--- src/rtl/mem_access_unit.sv ---
// mem_access_unit
// Memory-stage load/store unit. Converts one load or store from the execute
// stage into a single word-aligned data-memory transaction with byte enables,
// drives a request/grant/response handshake, and aligns and extends load data
// for write-back. Misaligned accesses are flagged and never reach memory.
//
// Ports:
//   clk, rst                 clock and asynchronous active-high reset
//   in_valid / in_ready      operation handshake from execute
//   mem_write, wb_load       store / load controls (store wins if both set)
//   mem_load_type            LB=000 LH=001 LW=010 LBU=011 LHU=100 DEF=111
//   mem_store_type           SB=00 SH=01 SW=10 DEF=11 (DEF writes nothing)
//   addr, store_data         effective byte address and rs2 value
//   dmem_*                   data-memory request/grant/response channel
//   stall                    hold the pipeline
//   done                     one-cycle completion pulse
//   load_data                extended load result, held until the next load
//   misaligned               one-cycle pulse, access dropped
module mem_access_unit #(
  parameter int ADDR_W = 32
) (
  input  logic              clk,
  input  logic              rst,
  input  logic              in_valid,
  output logic              in_ready,
  input  logic              mem_write,
  input  logic              wb_load,
  input  logic [2:0]        mem_load_type,
  input  logic [1:0]        mem_store_type,
  input  logic [ADDR_W-1:0] addr,
  input  logic [31:0]       store_data,
  output logic              dmem_req,
  output logic              dmem_we,
  output logic [ADDR_W-1:0] dmem_addr,
  output logic [3:0]        dmem_be,
  output logic [31:0]       dmem_wdata,
  input  logic              dmem_gnt,
  input  logic              dmem_rvalid,
  input  logic [31:0]       dmem_rdata,
  output logic              stall,
  output logic              done,
  output logic [31:0]       load_data,
  output logic              misaligned
);

  typedef enum logic [1:0] {IDLE = 2'd0, REQ = 2'd1, RESP = 2'd2} state_t;

  state_t              state_q, state_d;
  logic                we_q, we_d;
  logic [ADDR_W-1:0]   addr_q, addr_d;
  logic [3:0]          be_q, be_d;
  logic [31:0]         wdata_q, wdata_d;
  logic [1:0]          off_q, off_d;
  logic [2:0]          ltype_q, ltype_d;
  logic                done_q, done_d;
  logic                mis_q, mis_d;
  logic [31:0]         load_data_q, load_data_d;

  logic        accept;
  logic        misalign_in;
  logic        store_def;
  logic [3:0]  be_in;
  logic [31:0] wdata_in;
  logic [7:0]  byte_sel;
  logic [15:0] half_sel;
  logic [31:0] load_ext;

  assign accept    = in_valid & in_ready & (mem_write | wb_load);
  assign store_def = mem_write & (mem_store_type == 2'b11);

  // Alignment check on the incoming operation; mem_write takes priority.
  always_comb begin
    misalign_in = 1'b0;
    if (mem_write) begin
      case (mem_store_type)
        2'b01:   misalign_in = addr[0];
        2'b10:   misalign_in = |addr[1:0];
        default: misalign_in = 1'b0;
      endcase
    end else begin
      case (mem_load_type)
        3'b000, 3'b011: misalign_in = 1'b0;
        3'b001, 3'b100: misalign_in = addr[0];
        default:        misalign_in = |addr[1:0];  // LW, DEF and unused codes
      endcase
    end
  end

  // Store lane placement: data is replicated so the enabled lanes carry it.
  always_comb begin
    be_in    = 4'b0000;
    wdata_in = store_data;
    case (mem_store_type)
      2'b00: begin
        be_in    = 4'b0001 << addr[1:0];
        wdata_in = {4{store_data[7:0]}};
      end
      2'b01: begin
        be_in    = addr[1] ? 4'b1100 : 4'b0011;
        wdata_in = {2{store_data[15:0]}};
      end
      2'b10:   be_in = 4'b1111;
      default: be_in = 4'b0000;
    endcase
  end

  // Load extraction uses the offset latched at accept time.
  always_comb begin
    case (off_q)
      2'd0:    byte_sel = dmem_rdata[7:0];
      2'd1:    byte_sel = dmem_rdata[15:8];
      2'd2:    byte_sel = dmem_rdata[23:16];
      default: byte_sel = dmem_rdata[31:24];
    endcase
    half_sel = off_q[1] ? dmem_rdata[31:16] : dmem_rdata[15:0];
    case (ltype_q)
      3'b000:  load_ext = {{24{byte_sel[7]}}, byte_sel};
      3'b001:  load_ext = {{16{half_sel[15]}}, half_sel};
      3'b011:  load_ext = {24'h0, byte_sel};
      3'b100:  load_ext = {16'h0, half_sel};
      default: load_ext = dmem_rdata;
    endcase
  end

  // State and datapath registers.
  always_ff @(posedge clk or posedge rst) begin
    if (rst) begin
      state_q     <= IDLE;
      we_q        <= 1'b0;
      addr_q      <= '0;
      be_q        <= 4'b0000;
      wdata_q     <= 32'h0;
      off_q       <= 2'b00;
      ltype_q     <= 3'b000;
      done_q      <= 1'b0;
      mis_q       <= 1'b0;
      load_data_q <= 32'h0;
    end else begin
      state_q     <= state_d;
      we_q        <= we_d;
      addr_q      <= addr_d;
      be_q        <= be_d;
      wdata_q     <= wdata_d;
      off_q       <= off_d;
      ltype_q     <= ltype_d;
      done_q      <= done_d;
      mis_q       <= mis_d;
      load_data_q <= load_data_d;
    end
  end

  // Next-state logic.
  always_comb begin
    state_d = state_q;
    case (state_q)
      IDLE: if (accept && !misalign_in && !store_def) state_d = REQ;
      REQ:  if (dmem_gnt) state_d = we_q ? IDLE : RESP;
      RESP: if (dmem_rvalid) state_d = IDLE;
      default: state_d = IDLE;
    endcase
  end

  // Datapath next values; request fields only change when a request is
  // about to be issued, so they stay constant across the whole REQ phase.
  always_comb begin
    we_d        = we_q;
    addr_d      = addr_q;
    be_d        = be_q;
    wdata_d     = wdata_q;
    off_d       = off_q;
    ltype_d     = ltype_q;
    done_d      = 1'b0;
    mis_d       = 1'b0;
    load_data_d = load_data_q;
    case (state_q)
      IDLE: begin
        if (accept) begin
          off_d   = addr[1:0];
          ltype_d = mem_load_type;
          if (misalign_in) begin
            mis_d = 1'b1;
          end else if (store_def) begin
            done_d = 1'b1;
          end else begin
            we_d    = mem_write;
            addr_d  = {addr[ADDR_W-1:2], 2'b00};
            be_d    = mem_write ? be_in : 4'b1111;
            wdata_d = mem_write ? wdata_in : 32'h0;
          end
        end
      end
      REQ: begin
        if (dmem_gnt && we_q) done_d = 1'b1;
      end
      RESP: begin
        if (dmem_rvalid) begin
          done_d      = 1'b1;
          load_data_d = load_ext;
        end
      end
      default: ;
    endcase
  end

  // Outputs.
  always_comb begin
    in_ready   = (state_q == IDLE);
    dmem_req   = (state_q == REQ);
    dmem_we    = we_q;
    dmem_addr  = addr_q;
    dmem_be    = be_q;
    dmem_wdata = wdata_q;
    done       = done_q;
    misaligned = mis_q;
    load_data  = load_data_q;
    stall      = (in_valid & (mem_write | wb_load) & in_ready) | ~in_ready;
  end

endmodule

--- config.mk ---
export PLATFORM = sky130hd
export DESIGN_NAME = mem_access_unit
export DESIGN_NICKNAME = d
export VERILOG_FILES = /design/src/rtl/mem_access_unit.sv
export SDC_FILE = /design/constraint.sdc
export NUM_CORES = 1
export LEC_CHECK = 0
export CORE_MARGIN = 1.5
export CORE_UTILIZATION = 30
export CTS_CLUSTER_SIZE = 28
export DETAILED_ROUTE_END_ITERATION = 10
export PLACE_DENSITY_LB_ADDON = 0.12
export SLEW_MARGIN = 20
export SYNTH_ARGS = -nofsm -noshare
export SYNTH_HDL_FRONTEND = slang
export SYNTH_SLANG_ARGS = --single-unit
export TNS_END_PERCENT = 20
--- constraint.sdc ---
create_clock -name clk -period 6.6 [get_ports clk]
set_input_delay 1.32 -clock clk [delete_from_list [all_inputs] [get_ports clk]]
set_output_delay 1.32 -clock clk [all_outputs]
set_load 0.1 [all_outputs]
==> metrics.csv <==
metric;value;unit
status;finished clean;
cts_max_level;3;
drv_slew;0;
yosysUniqueCellTypes;50;
setup_tns;0;ps
rsz0062_at_grt;false;
via_count;4353;
final-setup-viol-count;0;
io_buffers;211;
cts-root-buf;clkbuf_16;
hold_viol_final;0;
grt_overflow_total;0;
first_pass_iters;4;
period_needed;4640;ps
grt_pass1_vias;4496;
clockBufferDepth;2;
worst-endpoint-arrival;3320;ps
worstSetupPathType;primary input to output pin;
gp_congestion;0.767;
multi_input_area;0.00225;mm2
max_clock_freq;216;MHz
drt_iter0_markers;182;
drc;0;
dp_hpwl;11200;um
cts.sinks;108;
synthArstFlopShare;100;%
cts_tree;done;
grt.total_usage;17.4;%
most-common-layout-cells;clkdlybuf4s50_1, dfrtp_1, a21oi_1;
clock-skew-final;4.94;ps
ys.flop_type;dfrtp_1;
dpl-instance-area;0.00745;mm2
antenna_found_initial;0;
endpoint_kind;output pin;
antennaDiodeCount;0;
num_rows;47;
ctsHoldBuffers;0;
yosysSeqAreaShare;51.9;%
clk_latency;350;ps
viasPerCell;4.87;
fillCellCount;1588;
hp-class;flop to flop;
nNetsFinal;782;
core;0.0168;mm2
ys_warn_count;0;
synth-edff-count;0;
grt_start_max_net_pins;69;
setup_ws;1960;ps
cts_buffers;9;
seq_area;0.00270;mm2
start_util;31.1;%
syn_inst;471;
wirelength;15500;um
syn_area;0.00520;mm2
ys_ff_latch;108;
cap_violations;0;
ant_nets;0;
ctsResizeCount;0;
avgSynthCellArea;11.1;um2
max-slew-margin-rel;29.7;%
cp.required;5280;ps
post_cts_buffers;0;
drive_above_1_share;10.5;%
die_h;135;um
final_cell_area;0.00782;mm2
die_w;135;um
pre_cts_slack;1800;ps
cp_max_fo;17;
worst_pin_slew;1050;ps
fin_util;46.6;%
path_clk_slew;70;ps
critPathLaunchType;primary input;
ios;214;
layout_commonest_cell;clkdlybuf4s50_1;
fin_crit_sh;70.2;%
synthToLayoutAreaGrowth;50.2;%
die_area;0.0181;mm2
grt_pass1_wl;24600;um
routedWlPerCell;17.4;um
-- stage by stage --
| step | hold WS, ps | instances |
|---|---|---|
| floorplan | 599 | 472 |
| global placement | 470 | 876 |
| global route | 508 | 894 |
| detailed placement | 473 | 876 |
| finish | 485 | 894 |
| CTS | 488 | 892 |
-- path summary, 6_finish.rpt --
check                                  start        endpoint  slack [ps]  cells after the start
worst min register to register  load_data[3]    load_data[3]         480                      2
worst max-delay path               mem_write           stall        1960                      5
min in group asynchronous                rst   dmem_addr[27]        1390                      2
worst min-delay path            load_data[3]    load_data[3]         480                      2
worst max register to register    state_q[1]   dmem_addr[17]        4270                      5
max in group asynchronous                rst  dmem_wdata[26]        3940                      3
-- per-layer routing --
metal | up-vias | wire (um) | track usage [%]
li1 | 2066 | - | -
met1 | 2110 | 6920 | 23.2
met2 | 161 | 7120 | 27.3
met3 | 16 | 1250 | 5.52
met4 | 0 | 232 | 5.14
met5 | - | 0 | 0
-- cells by family after synthesis --
group | synth area share (%)
adders and majority gates | 1.20
and+or+nand+nor | 9.42
muxes | 14.2
AOI/OAI and AO/OA | 18.1
buffers and inverters | 5.00
DFF | 51.9
other | 0.0720
-- cell usage after synthesis, drive strengths merged (2+ instances only) --
cell | number | area share (%)
a21o | 2 | 0.29
a21oi | 54 | 5.2
a22o | 8 | 1.3
a2bb2oi | 3 | 0.50
and2 | 2 | 0.24
buf | 16 | 2.3
clkbuf | 14 | 1.0
dfrtp | 108 | 52
ha | 5 | 1.2
inv | 23 | 1.7
mux2 | 44 | 12
mux2i | 11 | 2.1
nand2 | 46 | 3.3
nand2b | 4 | 0.48
nand3 | 3 | 0.29
nand3b | 2 | 0.53
nor2 | 32 | 2.3
nor2b | 4 | 0.48
nor3b | 7 | 1.0
o21a | 2 | 0.29
o21ai | 15 | 1.5
o21bai | 2 | 0.29
o22a | 7 | 1.2
o22ai | 17 | 2.0
o2bb2ai | 22 | 3.7
-- final cells by class --
class / instances / area share, %
Clock buffer: 12 / 3.15
Clock inverter: 4 / 0.928
Inverter: 24 / 1.18
Multi-Input combinational cell: 310 / 28.8
Sequential cell: 108 / 34.6
Tap cell: 220 / 3.52
Timing Repair Buffer: 216 / 27.8
-- flip-flops by register name, summed over array words and instances (netlist names) --
signal and count:
dmem_be 4, dmem_addr 30, misaligned 1, off_q 2, dmem_wdata 32, ltype_q 3, done 1, load_data 32
state_q 2, dmem_we 1
-- worst max-delay path: stages --
cell and delay [ps]:
clkdlybuf4s50_1 450, buf_4 220, o21ai_2 110, nand2_1 70, clkdlybuf4s50_1 1130
Power is left out: the tool's default activity adds up to more than one toggle a clock period on the data nets, which glitch-free logic cannot reach.
